[src/rtl/uart_tx_core.sv]
// uart_tx_core: UART transmitter with its own baud-tick generator.
// Sends one DBIT-wide word per frame, framed as: start bit, data bits LSB first,
// an optional parity bit, then the stop period.
// Ports:
//   i_clk          system clock
//   i_reset        synchronous active-high reset
//   i_tx_start     request to send i_tx_data; accepted when o_tx_ready is high
//   i_tx_data      word to transmit; latched when it is accepted
//   o_tx_ready     high while idle and able to accept a word
//   o_tx_done_tick one-cycle pulse on the first idle cycle after a frame
//   o_busy         high while a frame is in progress (~o_tx_ready)
//   o_tx           serial line; idle high; driven from a flop
module uart_tx_core #(
  parameter int DBIT     = 8,
  parameter int SB_TICK  = 16,
  parameter int DVSR     = 1,
  parameter int DVSR_BIT = 4,
  parameter int PARITY   = 0
) (
  input  logic            i_clk,
  input  logic            i_reset,
  input  logic            i_tx_start,
  input  logic [DBIT-1:0] i_tx_data,
  output logic            o_tx_ready,
  output logic            o_tx_done_tick,
  output logic            o_busy,
  output logic            o_tx
);

  localparam int TW = $clog2((SB_TICK > 16) ? SB_TICK : 16) + 1;
  localparam int BW = $clog2(DBIT) + 1;
  // Parity settings other than 1 and 2 select no parity.
  localparam bit HasParity = (PARITY == 1) || (PARITY == 2);

  localparam logic [DVSR_BIT-1:0] DivLast  = DVSR_BIT'(DVSR);
  localparam logic [DVSR_BIT-1:0] DivPre   = DVSR_BIT'(DVSR - 1);
  localparam logic [TW-1:0]       BitLast  = TW'(15);
  localparam logic [TW-1:0]       StopLast = TW'(SB_TICK - 1);
  localparam logic [TW-1:0]       StopPre  = TW'(SB_TICK - 2);
  localparam logic [BW-1:0]       DataLast = BW'(DBIT - 1);

  typedef enum logic [2:0] {StIdle, StStart, StData, StParity, StStop} state_e;

  state_e          state;
  logic [DVSR_BIT-1:0] div;
  logic [TW-1:0]   tick_cnt;
  logic [BW-1:0]   bit_cnt;
  logic [DBIT-1:0] shreg;
  logic [DBIT-1:0] shnext;
  logic            par;
  logic            tick;
  logic            bit_end;
  logic            stop_end;

  always_comb begin
    tick    = (state != StIdle) && (div == DivLast);
    bit_end = tick && (tick_cnt == BitLast);
    shnext  = shreg >> 1;
    // Leave STOP one clock early. The final stop tick then lands on the first
    // idle cycle. That cycle carries the done pulse and can already accept the
    // next word, so back-to-back frames have no gap.
    if (DVSR == 0) begin
      stop_end = tick && (tick_cnt == StopPre);
    end else begin
      stop_end = (div == DivPre) && (tick_cnt == StopLast);
    end
  end

  always_ff @(posedge i_clk) begin
    if (i_reset) begin
      state          <= StIdle;
      div            <= '0;
      tick_cnt       <= '0;
      bit_cnt        <= '0;
      shreg          <= '0;
      par            <= 1'b0;
      o_tx           <= 1'b1;
      o_tx_ready     <= 1'b1;
      o_tx_done_tick <= 1'b0;
    end else begin
      o_tx_done_tick <= 1'b0;
      if (state != StIdle) begin
        div <= tick ? '0 : div + 1'b1;
      end
      unique case (state)
        StIdle: begin
          if (i_tx_start) begin
            state      <= StStart;
            shreg      <= i_tx_data;
            par        <= (PARITY == 2) ? ~^i_tx_data : ^i_tx_data;
            div        <= '0;
            tick_cnt   <= '0;
            bit_cnt    <= '0;
            o_tx       <= 1'b0;
            o_tx_ready <= 1'b0;
          end
        end
        StStart: begin
          if (bit_end) begin
            state    <= StData;
            tick_cnt <= '0;
            o_tx     <= shreg[0];
          end else if (tick) begin
            tick_cnt <= tick_cnt + 1'b1;
          end
        end
        StData: begin
          if (bit_end) begin
            tick_cnt <= '0;
            if (bit_cnt == DataLast) begin
              if (HasParity) begin
                state <= StParity;
                o_tx  <= par;
              end else begin
                state <= StStop;
                o_tx  <= 1'b1;
              end
            end else begin
              shreg   <= shnext;
              bit_cnt <= bit_cnt + 1'b1;
              o_tx    <= shnext[0];
            end
          end else if (tick) begin
            tick_cnt <= tick_cnt + 1'b1;
          end
        end
        StParity: begin
          if (bit_end) begin
            state    <= StStop;
            tick_cnt <= '0;
            o_tx     <= 1'b1;
          end else if (tick) begin
            tick_cnt <= tick_cnt + 1'b1;
          end
        end
        StStop: begin
          if (stop_end) begin
            state          <= StIdle;
            div            <= '0;
            tick_cnt       <= '0;
            o_tx_done_tick <= 1'b1;
            o_tx_ready     <= 1'b1;
          end else if (tick) begin
            tick_cnt <= tick_cnt + 1'b1;
          end
        end
        default: begin
          state <= StIdle;
        end
      endcase
    end
  end

  assign o_busy = ~o_tx_ready;

endmodule

[config.mk]
export PLATFORM = sky130hd
export DESIGN_NAME = uart_tx_core
export DESIGN_NICKNAME = d
export VERILOG_FILES = /design/src/rtl/uart_tx_core.sv
export SDC_FILE = /design/constraint.sdc
export NUM_CORES = 1
export LEC_CHECK = 0
export ABC_CLOCK_PERIOD_IN_PS = 4300
export BUFFER_PORTS_ARGS = -buffer_cell sky130_fd_sc_hd__buf_2
export CAP_MARGIN = 20
export CORE_MARGIN = 2
export CORE_UTILIZATION = 55
export CTS_CLUSTER_SIZE = 10
export DETAILED_ROUTE_END_ITERATION = 6
export GPL_TIMING_DRIVEN = 1
export PLACE_DENSITY = 0.75
export SLEW_MARGIN = 10
export SYNTH_ARGS = -nofsm -noshare
export SYNTH_HDL_FRONTEND = slang
export SYNTH_SLANG_ARGS = --single-unit
[constraint.sdc]
create_clock -name i_clk -period 4.3 [get_ports i_clk]
set_input_delay 0.215 -clock i_clk [delete_from_list [all_inputs] [get_ports i_clk]]
set_output_delay 0.215 -clock i_clk [all_outputs]
set_load 0.02 [all_outputs]
==> key figures <==
Routing
  • Routed via count: 1277
  • First-pass detailed-route iteration total: 4
  • DR iter-0 viols: 42
  • DR top layer: met4
  • ANT nets after route: 0
  • Met1 wire length: 1459 um
  • Total wire length: 3017 um
  • Detail Route met3 WL: 87 um
  • Via/cell ratio: 6.081
  • Met2 Wirelength: 1410 um
  • # DRC: 0
  • Drt wl/cell: 14.37 um

Worst setup path
  • Slowest CP cell: o31ai_4
  • Reg2reg setup slack: 1970 ps
  • CP Launch Type: flip-flop
  • Worst EP required: 4560 ps
  • CP peak stage delay: 670 ps
  • Worst EP arrival: 2590 ps
  • Crit path cell chain: ha_1, and3_1, ha_1, nand4bb_4, o31ai_4, nor2_1, a211oi_1
  • R2r startpoint: tick_cnt[0]$_SDFFE_PP0P_
  • Crit-path max FO: 17
  • CP top delay family: compound AO/OA/AOI/OAI gates
  • Cell repeated most along the worst path: ha_1
  • Buf/Inv on CP: 0
  • Worst R2R Path Depth: 7
  • Reg2reg end: shreg[5]$_SDFFE_PP0P_
  • Critical Path End Type: flip-flop
  • WS Path Type: flip-flop to flip-flop

CTS
  • Post-CTS Hold Buffers: 0
  • Worst-path clk slew: 160 ps
  • Clk root buf: clkbuf_4
  • CTS H-tree depth: 1
  • Post-CTS Resized: 0
  • CTS sink cnt: 27
  • Post CTS Setup Buffer Count: 0
  • CTS buffer count: 3
  • Worst-Skew Late Latency: 340 ps
  • CTS tree: yes
  • CTS max path bufs: 2

Logic synthesis
  • Synth Area per Inst: 8.876 um2
  • Top FF cell, synth: dfxtp_1
  • Ys async rst share: 0%
  • Number of synthesized flops with an enable pin: 0
  • Syn Std Cell Area: 1509 um2
  • Synth Register Bits: 27
  • Synthesized instance count: 170
  • Yosys warns: 0
  • Register area share after synthesis: 35.82%
  • Synth Net Count: 187
  • Netlist cell types: 48

STA
  • Hold Vio Cnt, Final: 0
  • Tcrit/Tclk final: 54.11%
  • TNS Setup: 0 ps
  • Slew Viols, Final: 0
  • Pin slew with the least headroom to its limit: 779.5 ps
  • Final min period: 2327 ps
  • Clock skew: 14.11 ps
  • Max Freq: 429.8 MHz
  • Worst slew margin: 47.56%
  • Setup repair after global routing missed its margin: false
  • Setup violators final: 0

Placement
  • Placed cell count: 206
  • RD Place Congestion: 0.8344
  • Dpl hpwl: 2170 um
  • Port bufs: 14

Power and ir drop
  • Maximum vdd ir drop: 0.2283 mV
  • Cell leakage power: 0.6275 nW
  • Power Total: 459.4 uW
  • Power density over the cells: 287.8 nW/um2

Die
  • Core area: 2545 um2
  • Starting density of the core: 59.29%
  • IO Count: 15
  • Die Ht: 56.38 um
  • Die area: 3179 um2
  • Number of cell rows: 18
  • Die width: 56.38 um

Flow run
  • Max Cap Viol: 0

Global routing
  • First-pass GRT wire length: 5085 um
  • Vias in the first global route: 1159
  • Antenna violations before repair: 0
  • Remaining Overflow, GRT: 0
  • Total track usage: 19.95%
  • Largest net degree at the start of global routing: 27

Finish
  • Nets: 198
  • Core Util, Final: 62.73%
  • Area grow syn2layout: 5.804%
  • Non-Filler Instances: 210
  • Antenna diodes: 0
  • Layout cells sized above 1: 17.22%

Hold path
  • Hold-critical path endpoint: shreg[7]$_SDFFE_PP0P_
  • Worst hold path class: input port to flip-flop
  • Min-delay src: i_tx_data[7]
  • WHS Path Cells: 3

Run status
  • Status: finished, final reports clean
-- power by group --
part | switching [mW] | leakage (nW) | internal [mW]
combinational | 0.0405 | 0.393 | 0.0276
sequential | 0.0107 | 0.221 | 0.263
clock | 0.0817 | 0.0139 | 0.0357
-- sequential cells by signal (all words and copies together), names as in the netlist --
signal,cells
bit_cnt,4
div,4
o_tx,1
o_tx_done_tick,1
o_tx_ready,1
shreg,8
state,3
tick_cnt,5
-- cell type report --
class                           instances  area [um2]
Fill cell                             232       948.4
Multi-Input combinational cell        126       884.6
Sequential cell                        27       540.5
Timing Repair Buffer                   14       70.07
Tap cell                               30       37.54
Inverter                                9       33.78
Clock buffer                            3       22.52
Clock inverter                          1       7.507
-- logic make-up after synthesis --
group	synth area share, %
buf+inv	5.555
mux	5.307
flops	35.82
xor+xnor	1.742
compound gates	19.57
simple gates	27.03
fa+ha+maj	4.975
-- metrics by stage --
| step | worst slack [ps] | hold slack, ps | instance area [um2] |
|---|---|---|---|
| floorplan | 2224 | 380.4 | 1509 |
| global placement | 2162 | 448.1 | 1567 |
| detailed placement | 2063 | 453.7 | 1567 |
| CTS | 1983 | 127.7 | 1597 |
| global route | 1860 | 175.0 | 1597 |
| finish | 1973 | 129.2 | 1597 |
-- cells in the mapped netlist, types with 2 or more instances --
master | count | area [um2]
dfxtp_1 | 27 | 540.5
or2_2 | 2 | 12.51
o32a_1 | 2 | 20.02
or3b_2 | 3 | 26.28
nand2b_1 | 4 | 25.02
nor3b_1 | 3 | 22.52
nand3_1 | 6 | 30.03
buf_2 | 3 | 15.01
a211oi_1 | 7 | 52.55
a21oi_1 | 12 | 60.06
ha_1 | 6 | 75.07
nand2_1 | 8 | 30.03
clkbuf_1 | 2 | 7.510
buf_6 | 2 | 22.52
o2bb2ai_1 | 2 | 17.52
xnor2_1 | 2 | 17.52
nor3_1 | 7 | 35.03
nor2_1 | 20 | 75.07
nor4_1 | 2 | 12.51
o21bai_1 | 2 | 15.01
and3b_1 | 2 | 17.52
o22ai_1 | 2 | 12.51
mux2i_1 | 8 | 80.08
o21ai_0 | 4 | 20.02
inv_1 | 9 | 33.78
-- worst register-to-register path, stage by stage (launching register included) --
cell       delay, ps
dfxtp_1          420
ha_1             210
and3_1           170
ha_1             230
nand4bb_4        190
o31ai_4          670
nor2_1           120
a211oi_1         260
-- layer usage --
layer | GRT usage (%) | vias to the layer above
met5 | 0 | -
met4 | 8.163 | 0
met3 | 2.074 | 7
met2 | 30.42 | 28
met1 | 28.74 | 602
li1 | - | 640
-- layout by cell type, fill, tap and decap left out, drive strengths merged, types with 4 or more instances in the layout --
master  netlist  layout
o21ai         4       4
inv           9       9
nand2         8       8
a21oi        12      12
buf           5      14
nor2         21      21
nand2b        4       4
dfxtp        27      27
nand3         6       6
mux2i         8       8
nor3          7       7
ha            6       6
a211oi        8       8
or3b          4       4
-- worst max path at each step --
stage,start,to,slack [ps],cells past startpoint
2_1_floorplan,tick_cnt[0]$_SDFFE_PP0P_,div[2]$_SDFF_PP0_,2220,7
3_3_place_gp,tick_cnt[0]$_SDFFE_PP0P_,div[2]$_SDFF_PP0_,2160,7
3_5_place_dp,tick_cnt[0]$_SDFFE_PP0P_,shreg[2]$_SDFFE_PP0P_,2060,7
4_1_cts,tick_cnt[0]$_SDFFE_PP0P_,shreg[5]$_SDFFE_PP0P_,1980,7
5_1_grt,tick_cnt[0]$_SDFFE_PP0P_,shreg[4]$_SDFFE_PP0P_,1860,7
6_report,tick_cnt[0]$_SDFFE_PP0P_,shreg[5]$_SDFFE_PP0P_,1970,7
No activity file was read; power rests on OpenSTA's default activity.
